### config.mk
export PLATFORM = sky130hd
export DESIGN_NAME = apb3_slave_mem
export DESIGN_NICKNAME = d
export VERILOG_FILES = /design/src/rtl/apb3_slave_mem.sv
export SDC_FILE = /design/constraint.sdc
export NUM_CORES = 1
export LEC_CHECK = 0
export ABC_AREA = 1
export CORE_ASPECT_RATIO = 1.1
export CORE_MARGIN = 1
export CORE_UTILIZATION = 56
export CTS_CLUSTER_SIZE = 16
export DETAILED_ROUTE_END_ITERATION = 10
export GPL_ROUTABILITY_DRIVEN = 0
export PLACE_DENSITY_LB_ADDON = 0.25
export SLEW_MARGIN = 20
export SYNTH_ARGS = -nofsm -noshare
export SYNTH_HDL_FRONTEND = slang
export SYNTH_SLANG_ARGS = --single-unit
export TNS_END_PERCENT = 1
### constraint.sdc
create_clock -name PCLK -period 2.3 [get_ports PCLK]
set_input_delay 0.46 -clock PCLK [delete_from_list [all_inputs] [get_ports PCLK]]
set_output_delay 0.46 -clock PCLK [all_outputs]
set_load 0.005 [all_outputs]
### src/rtl/apb3_slave_mem.sv
// APB3 completer backed by a word-addressed register file with programmable wait states.
// Sticky prot_err flags master-side handshake violations until reset.
module apb3_slave_mem #(
  parameter int                    DATA_WIDTH = 32,
  parameter int                    ADDR_WIDTH = 32,
  parameter int                    DEPTH      = 16,
  parameter logic [ADDR_WIDTH-1:0] BASE_ADDR  = '0
) (
  input  logic                  PCLK,
  input  logic                  PRESET,
  input  logic                  PSEL,
  input  logic                  PENABLE,
  input  logic                  PWRITE,
  input  logic [ADDR_WIDTH-1:0] PADDR,
  input  logic [DATA_WIDTH-1:0] PWDATA,
  output logic [DATA_WIDTH-1:0] PRDATA,
  output logic                  PREADY,
  output logic                  PSLVERR,
  input  logic [3:0]            wait_cfg,
  output logic                  prot_err,
  output logic                  o_dbg_state
);

  localparam int                    IDX_W = (DEPTH > 1) ? $clog2(DEPTH) : 1;
  localparam logic [ADDR_WIDTH-1:0] SPAN  = ADDR_WIDTH'(DEPTH * 4);

  typedef enum logic {
    ST_IDLE   = 1'b0,
    ST_ACCESS = 1'b1
  } state_t;

  state_t                r_state;
  logic [3:0]            r_cnt;
  logic                  r_write;
  logic                  r_legal;
  logic [IDX_W-1:0]      r_idx;
  logic [DATA_WIDTH-1:0] r_wdata;
  logic [DATA_WIDTH-1:0] r_mem [DEPTH];
  logic [DATA_WIDTH-1:0] r_prdata;
  logic                  r_pready;
  logic                  r_pslverr;
  logic                  r_prot_err;

  logic [ADDR_WIDTH-1:0] w_offset;
  logic                  w_legal;
  logic [IDX_W-1:0]      w_idx;
  logic                  w_setup;
  logic                  w_bad_idle;
  logic                  w_access_ok;
  logic [DATA_WIDTH-1:0] w_setup_rdata;
  logic [DATA_WIDTH-1:0] w_cap_rdata;

  // Address decode on the live bus (used only at the setup edge).
  // Subtraction wraps, so addresses below BASE_ADDR land far above SPAN.
  always_comb begin
    w_offset = PADDR - BASE_ADDR;
    w_legal  = (w_offset < SPAN) && (PADDR[1:0] == 2'b00);
    w_idx    = w_offset[IDX_W+1:2];
  end

  // Handshake: a transfer starts when PSEL=1/PENABLE=0 is seen in IDLE, the
  // master must then hold PSEL=1/PENABLE=1 until it observes PREADY=1, and the
  // transfer completes at the edge on which PREADY=1 is presented.
  always_comb begin
    w_setup     = PSEL && !PENABLE;
    w_bad_idle  = PSEL && PENABLE;
    w_access_ok = PSEL && PENABLE;
  end

  always_comb begin
    w_setup_rdata = '0;
    w_cap_rdata   = '0;
    if (w_legal && !PWRITE) begin
      w_setup_rdata = r_mem[w_idx];
    end
    if (r_legal && !r_write) begin
      w_cap_rdata = r_mem[r_idx];
    end
  end

  always_ff @(posedge PCLK) begin
    if (PRESET) begin
      r_state    <= ST_IDLE;
      r_cnt      <= '0;
      r_write    <= 1'b0;
      r_legal    <= 1'b0;
      r_idx      <= '0;
      r_wdata    <= '0;
      r_prdata   <= '0;
      r_pready   <= 1'b0;
      r_pslverr  <= 1'b0;
      r_prot_err <= 1'b0;
      for (int i = 0; i < DEPTH; i++) begin
        r_mem[i] <= '0;
      end
    end else begin
      case (r_state)
        ST_IDLE: begin
          if (w_setup) begin
            r_write <= PWRITE;
            r_legal <= w_legal;
            r_idx   <= w_idx;
            r_wdata <= PWDATA;
            r_cnt   <= wait_cfg;
            r_state <= ST_ACCESS;
            if (wait_cfg == 4'd0) begin
              r_pready  <= 1'b1;
              r_pslverr <= !w_legal;
              r_prdata  <= w_setup_rdata;
            end
          end else if (w_bad_idle) begin
            r_prot_err <= 1'b1;
          end
        end

        ST_ACCESS: begin
          if (r_pready) begin
            if (r_write && r_legal) begin
              r_mem[r_idx] <= r_wdata;
            end
            r_pready  <= 1'b0;
            r_pslverr <= 1'b0;
            r_prdata  <= '0;
            r_state   <= ST_IDLE;
          end else if (!w_access_ok) begin
            // Master walked away mid-transfer: drop it without touching memory.
            r_prot_err <= 1'b1;
            r_pready   <= 1'b0;
            r_pslverr  <= 1'b0;
            r_prdata   <= '0;
            r_cnt      <= '0;
            r_state    <= ST_IDLE;
          end else begin
            r_cnt <= r_cnt - 4'd1;
            if (r_cnt == 4'd1) begin
              r_pready  <= 1'b1;
              r_pslverr <= !r_legal;
              r_prdata  <= w_cap_rdata;
            end
          end
        end

        default: begin
          r_state <= ST_IDLE;
        end
      endcase
    end
  end

  always_comb begin
    PRDATA      = r_prdata;
    PREADY      = r_pready;
    PSLVERR     = r_pslverr;
    prot_err    = r_prot_err;
    o_dbg_state = r_state;
  end

endmodule

==> summary.md, run 1 <==
| Metric | Value |
|---|---|
| Clock Path Buffers | `3` |
| TritonCTS clock tree | `done` |
| Routed Antenna Nets | `0` |
| DR pass1 iterations | `8` |
| Status | `finished, final reports clean` |
| Die area | `59,510 sq um` |
| Main combinational cell family by area after synthesis | `simple AND/OR/NAND/NOR gates` |
| R2r setup slk | `0.39 ns` |
| FF+latch count, synth | `594` |
| Cells after Synth | `4,240` |
| Post-synthesis cell area | `32,780 sq um` |
| CP top delay family | `buffers and inverters` |
| Post-CTS Setup Bufs | `0` |
| Post-synthesis sequential area ratio | `51.91%` |
| Met1 WL | `39,160 microns` |
| Post-CTS Hold Buffers | `0` |
| Critical Path RT | `1.84 ns` |
| Buf/Inv on CP | `1` |
| Cts bufs inserted | `61` |
| Leakage | `15.26 nW` |
| Post-Route WL | `109,300 microns` |
| Setup TNS | `0 ns` |
| Mapped Nets | `4,315` |
| CP Launch Type | `flip-flop` |
| Synth Area in Adders | `0.07634%` |
| Met2 Wirelength | `50,220 microns` |
| Total clock sinks | `594` |
| Initial antenna violation count | `0` |
| Peak VDD IR | `0.6076 mV` |
| Post-Route Skew | `0.02638 ns` |
| H-tree Lvls | `2` |
| Final Cell Area | `36,910 sq um` |
| Switching share of power | `26.60%` |
| RSZ-0062 raised after global routing | `no` |
| DR WL met3 | `13,390 microns` |
| Mux contribution to synthesized area | `0%` |
| Internal Pwr Total | `18.93 mW` |
| Wire per inst | `21.76 microns` |
| Max cap viols | `0` |
| Final Cycle Share | `93.56%` |
| Final WS setup | `0.1481 ns` |
| Vias in the first global route | `27,910` |
| Share of total power in the clock network | `38.8%` |
| Largest net degree at the start of global routing | `109` |
| Post-Synth XOR/XNOR Area | `0.05344%` |
| Worst Tran Pin Value | `0.7572 ns` |
| Sequential share of power | `47.6%` |
| Filler instances | `4,869` |
| FMAX | `464.7 MHz` |
| First-pass GRT wire length | `164,100 microns` |
| Critical path fanouts, max | `2` |
| Die Ht | `255.8 microns` |
| Setup crit end kind | `primary output` |
| Final Hold Fails | `0` |
| Avg Vias per Cell | `5.971` |
| CTS-repair resized insts | `0` |
| # DRC | `0` |
| Avg Cell Area, Syn | `7.731 sq um` |
| Cell row count | `92` |
| HP Class | `primary input to flip-flop` |
| Synth Flop Type | `edfxtp_1` |
| Crit-path max cell delay | `0.57 ns` |
| Dpl cell area | `34,920 sq um` |
| Total Nets Final | `4,296` |
| Place WS | `0.1072 ns` |
| Slowest cell on crit path | `clkdlybuf4s50_1` |
| Min Hold Slack | `0.4279 ns` |
| Ys Warns | `0` |
| Top sig layer | `met4` |
| Core footprint | `57,560 sq um` |
| HPWL after detailed placement | `62,370 microns` |
| Ant diodes | `0` |
| Psw | `6.858 mW` |
| Simple-Gate Fraction of Synth Area | `33.45%` |
| Multi-input logic area | `12,210 sq um` |
| EDFF count, synth | `512` |
| DR iter-0 viols | `4,395` |
| Share of cells above drive strength 1 | `6.534%` |
| Gr ovfl total | `0` |
| Die width | `232.7 microns` |
| Top cell type by total area after synthesis | `edfxtp_1` |
| Post-synthesis cell type count | `29` |
| CP cell instances | `clkdlybuf4s50_1` |
| Skew-Pair Late Insertion Delay | `0.65 ns` |
| Area added between synthesis and finish | `12.59%` |
| WS Path Type | `flip-flop to primary output` |
| Final Max Tran Viols | `0` |
| Post-synth top area share | `46.90%` |
| Top-count cell post-synth | `nand2_1` |
| Worst slew margin | `49.52%` |
| P per Cell Area | `698.7 nW/um^2` |
| Period minus WS final | `2.152 ns` |
| Sequential cell area | `17,030 sq um` |
| GR Util All Layers | `36.45%` |
| Final core utilization | `64.12%` |
| Starting Density | `56.95%` |
| Fraction of registers with async set/reset | `0%` |
| Synth cell count leaders | `nand2_1 (1,174), nand3_1 (836), nor2_1 (607), edfxtp_1 (512), inv_1 (439)` |
| CP Data Arrival Time | `1.69 ns` |
| Compound-Gate Fraction of Synth Area | `3.370%` |
| Routed vias | `29,980` |
| Comb pwr share | `13.6%` |
| Clock-pin slew on the worst setup and hold paths | `0.06 ns` |
| Number of I/O port buffers | `108` |
| # setup viols final | `0` |
| Synth top area cells | `edfxtp_1 (47%), nand2_1 (13%), nand3_1 (13%)` |
| Root Buffer Master | `clkbuf_16` |
| I/O pin cnt | `109` |
through the flow:
stage	power, mW	instances
final	25.79	5022
after global placement	15.86	4910
after detailed placement	15.91	4910
after CTS	25.71	5022
after floorplan	14.53	4240
after global routing	26.51	5022
placed cells by master (no fill, tap or decap), types with 71 or more instances in the layout:
cell type	count
clkdlybuf4s50_1	103
a21oi_1	108
buf_12	71
dfxtp_1	78
nor2_1	607
nand3_1	836
inv_1	432
o21ai_0	103
edfxtp_1	512
nand2_1	1141
power by group through the flow:
stage | clock network, mW | registers (mW) | logic [mW]
finish | 10.0 | 12.3 | 3.50
global placement | 0 | 12.5 | 3.37
CTS | 10.0 | 12.3 | 3.43
detailed placement | 0 | 12.5 | 3.41
global route | 10.4 | 12.3 | 3.76
floorplan | 0 | 12.4 | 2.09
kinds of logic (layout without fill, tap and decap cells):
logic type,Yosys count,count (layout)
DFF,594,594
and+or+nand+nor,2629,2629
adders and majority gates,2,2
AOI/OAI and AO/OA,217,217
buffers and inverters,796,826
xor gates and xnor gates,2,2
flip-flops by register name (all words and copies together) (netlist names), named ones only:
| name | count |
|---|---|
| prot_err | 1 |
| r_write | 1 |
| PREADY | 1 |
| o_dbg_state | 1 |
| PRDATA | 32 |
| PSLVERR | 1 |
| r_mem | 512 |
| r_wdata | 32 |
| r_cnt | 4 |
| r_legal | 1 |
| r_idx | 4 |
path summary, 6_finish.rpt:
path                    from      endpoint  depth (start not counted)
hold reg to reg     prot_err      prot_err                          2
setup / recovery  PRDATA[31]    PRDATA[31]                          1
hold / removal      PADDR[5]     flip-flop                          4
setup reg to reg     r_legal  r_mem[2][15]                          9
metal layers:
layer / vias up / track usage [%]
met5: - / 0
met2: 2160 / 58.60
li1: 13590 / -
met3: 379 / 6.484
met1: 13850 / 46.80
met4: 0 / 19.39
final cells by class:
type	count	area share, %
inverter	475	4.875
timing repair buffer	239	7.984
multi-input combinational	2850	33.08
clock buffer	85	4.655
tap	752	2.549
sequential	594	46.14
clock inverter	27	0.7187
No activity file was read; power rests on OpenSTA's default activity.
==> run 2, diff against run 1 <==
--- a/config.mk
+++ b/config.mk
@@ -6,6 +6,7 @@
 export NUM_CORES = 1
 export LEC_CHECK = 0
 export ABC_AREA = 1
+export CAP_MARGIN = 20
 export CORE_ASPECT_RATIO = 1.1
 export CORE_MARGIN = 1
 export CORE_UTILIZATION = 56
==> constraint.sdc (replaced) <==
create_clock -name PCLK -period 1.8 [get_ports PCLK]
set_input_delay 0.36 -clock PCLK [delete_from_list [all_inputs] [get_ports PCLK]]
set_output_delay 0.36 -clock PCLK [all_outputs]
set_load 0.005 [all_outputs]
==> run 2 against run 1 <==
Clock-buffer cell count rose by 6. First-iteration DRC count rose by 7.3%. Clock skew rose by 0.0028 ns. Power rose by 30%. Critical path depth rose by 8. Via count rose by 2.0%. Die area did not move. Worst setup slack got worse by 0.14 ns. Routed wire length rose by 4.9%. Final cell count rose by 1.8%. Critical path type is now flip-flop to flip-flop. Critical endpoint is now r_mem[3][30]. Largest cell class unchanged.
==> summary.md, run 2 (synthesis results as in run 1) <==
| Metric | Value |
|---|---|
| Status | `finished, final reports clean (unchanged)` |
| CP Launch Type | `flip-flop (unchanged)` |
| Routed Antenna Nets | `0 (unchanged)` |
| Routed vias | `30,590 (was 29,980)` |
| Commonest non-fill, non-tap cell in the layout | `nand2_1 (unchanged)` |
| Most frequent cells in the layout | `nand2_1 (1,141), nand3_1 (833), nor2_1 (604) (was nand2_1 (1,141), nand3_1 (836), nor2_1 (607))` |
| Peak VDD IR | `0.8189 mV (was 0.6076 mV)` |
| # setup viols final | `0 (unchanged)` |
| Worst hold path stage count | `3 (was 4)` |
| Sequential share of power | `47.0% (was 47.6%)` |
| Final Max Tran Viols | `0 (unchanged)` |
| Place WS | `-0.2933 ns (was 0.1072 ns)` |
| Initial antenna violation count | `2 (was 0)` |
| Cts bufs inserted | `60 (was 61)` |
| CP Data Arrival Time | `2.13 ns (was 1.69 ns)` |
| Die width | `232.7 microns (unchanged)` |
| TritonCTS clock tree | `done (unchanged)` |
| Starting Density | `56.95% (unchanged)` |
| Top reg by flops | `r_mem (unchanged)` |
| Worst Hold Launch | `PWRITE (was PADDR[5])` |
| First-pass GRT wire length | `169,900 microns (was 164,100 microns)` |
| Psw | `8.835 mW (was 6.858 mW)` |
| P per Cell Area | `876.3 nW/um^2 (was 698.7 nW/um^2)` |
| Share of cells above drive strength 1 | `9.112% (was 6.534%)` |
| Total power | `33.43 mW (was 25.79 mW)` |
| Sequential cell area | `17,070 sq um (was 17,030 sq um)` |
| Post-Route WL | `114,600 microns (was 109,300 microns)` |
| FF-to-FF Start | `r_legal (unchanged)` |
| Critical path fanouts, max | `14 (was 2)` |
| Post-Route Skew | `0.02914 ns (was 0.02638 ns)` |
| Clock Path Buffers | `3 (unchanged)` |
| Number of I/O port buffers | `108 (unchanged)` |
| Comb pwr share | `14.2% (was 13.6%)` |
| Filler instances | `4,697 (was 4,869)` |
| Worst Tran Pin Value | `0.6970 ns (was 0.7572 ns)` |
| FF-to-FF End | `r_mem[3][30] (was r_mem[2][15])` |
| Leakage | `16.07 nW (was 15.26 nW)` |
| Largest register FFs | `512 (unchanged)` |
| H-tree Lvls | `2 (unchanged)` |
| Root Buffer Master | `clkbuf_16 (unchanged)` |
| Die area | `59,510 sq um (unchanged)` |
| Final Cycle Share | `99.52%` |
| HP Class | `primary input to flip-flop (unchanged)` |
| FMAX | `558.2 MHz` |
| Multi-input logic area | `12,350 sq um (was 12,210 sq um)` |
| Worst hold path endpoint | `r_write` |
| Total Nets Final | `4,380 (was 4,296)` |
| DR pass1 iterations | `9 (was 8)` |
| Largest net degree at the start of global routing | `81 (was 109)` |
| Cell row count | `92 (unchanged)` |
| Switching share of power | `26.43% (was 26.60%)` |
| Final Hold Fails | `0 (unchanged)` |
| Final WS setup | `0.008579 ns (was 0.1481 ns)` |
| Max cap viols | `0 (unchanged)` |
| GR Util All Layers | `38.17% (was 36.45%)` |
| Clock-pin slew on the worst setup and hold paths | `0.06 ns (about the same)` |
| R2r setup slk | `0.009 ns (was 0.39 ns)` |
| Min Hold Slack | `0.3286 ns (was 0.4279 ns)` |
| Period minus WS final | `1.791 ns` |
| Critical Path RT | `2.14 ns (was 1.84 ns)` |
| Vias in the first global route | `28,830 (was 27,910)` |
| HPWL after detailed placement | `69,690 microns (was 62,370 microns)` |
| Post-CTS Hold Buffers | `0 (unchanged)` |
| Core footprint | `57,560 sq um (unchanged)` |
| Gr ovfl total | `0 (unchanged)` |
| Total clock sinks | `594 (unchanged)` |
| Internal Pwr Total | `24.59 mW (was 18.93 mW)` |
| Die Ht | `255.8 microns (unchanged)` |
| Setup crit end kind | `flip-flop (was primary output)` |
| # DRC | `0 (unchanged)` |
| Area added between synthesis and finish | `16.38% (was 12.59%)` |
| Wire per inst | `22.41 microns (was 21.76 microns)` |
| WS Path Type | `flip-flop to flip-flop (was flip-flop to primary output)` |
| Post-CTS Setup Bufs | `0 (unchanged)` |
| Share of total power in the clock network | `38.8% (about the same)` |
| Avg Vias per Cell | `5.982 (was 5.971)` |
| RSZ-0062 raised after global routing | `yes (was no)` |
| I/O pin cnt | `109 (unchanged)` |
| Skew-Pair Late Insertion Delay | `0.65 ns (about the same)` |
| FF-to-FF path depth | `9 (unchanged)` |
| Worst slew margin | `53.53% (was 49.52%)` |
| DR iter-0 viols | `4,714 (was 4,395)` |
| Setup TNS | `0 ns (unchanged)` |
==> run 2: cell types whose count changed in the layout (fill, tap and decap cells not counted), sizes merged <==
cell	before	now
buf	136	221
inv	441	444
clkdlybuf4s50	103	67
clkinv	55	47
diode	0	4
clkbuf	85	91
dlygate4sd2	0	36
bufinv	5	6
==> run 2: layer usage <==
layer	track usage, %	wire length (microns)	vias to the layer above	share of wire (%)
met3	7.565	15320	480	13
met2	59.43	51510	2295	45
met4	24.04	7992	0	7.0
met1	48.71	39750	14050	35
met5	0	0	-	0
li1	-	-	13770	-
==> run 2: area by class of cell <==
class	count	area share, %
flip-flops and latches	594	44.73
diodes	4	0.02624
well taps	752	2.466
repair buffers	324	10.37
clock inverters	23	0.7215
clock buffers	91	4.585
inverters	475	4.719
multi-input cells	2850	32.38
==> run 2: worst max-delay path, cell delays in order (launching register included) <==
cell     delay [ns]
dfxtp_2        0.33
inv_2          0.04
nor2_1         0.07
nand4_1        0.10
buf_4          0.19
nor3_2         0.12
buf_4          0.18
nand2_2        0.09
nand2_4        0.16
buf_12         0.20
==> run 2: worst max-delay path by stage <==
stage / startpoint / to / slack [ns] / cells after the start
floorplan: PRESET / r_mem[13][0] / -0.05 / 5
detailed placement: PADDR[15] / PRDATA[29] / -0.29 / 11
global placement: PADDR[15] / PRDATA[16] / -0.24 / 11
global route: flip-flop / PRDATA[20] / -0.06 / 11
CTS: r_legal / r_mem[11][4] / 0.0008 / 9
finish: r_legal / r_mem[3][30] / 0.009 / 9
==> run 2: per-stage QoR <==
step	instances	util (%)	area, sq um
final	5113	66.28	38150
after floorplan	4240	-	32930
after global placement	4995	62.65	36060
after global routing	5111	66.28	38150
after detailed placement	4995	62.65	36060
after CTS	5109	66.17	38090
==> run 2: timing repair <==
item | CTS | global route
resized for setup | 63 | 14
pin swaps | 0 | 2
endpoints found under the setup margin | 68 | 402
==> run 2: power by group through the flow <==
stage | Sequential [mW] | Clock [mW] | Combinational [mW]
final | 15.7 | 13.0 | 4.76
after global routing | 15.7 | 13.5 | 5.09
after CTS | 15.7 | 13.0 | 4.63
after detailed placement | 16.0 | 0 | 4.63
after global placement | 16.0 | 0 | 4.58
after floorplan | 15.9 | 0 | 2.69
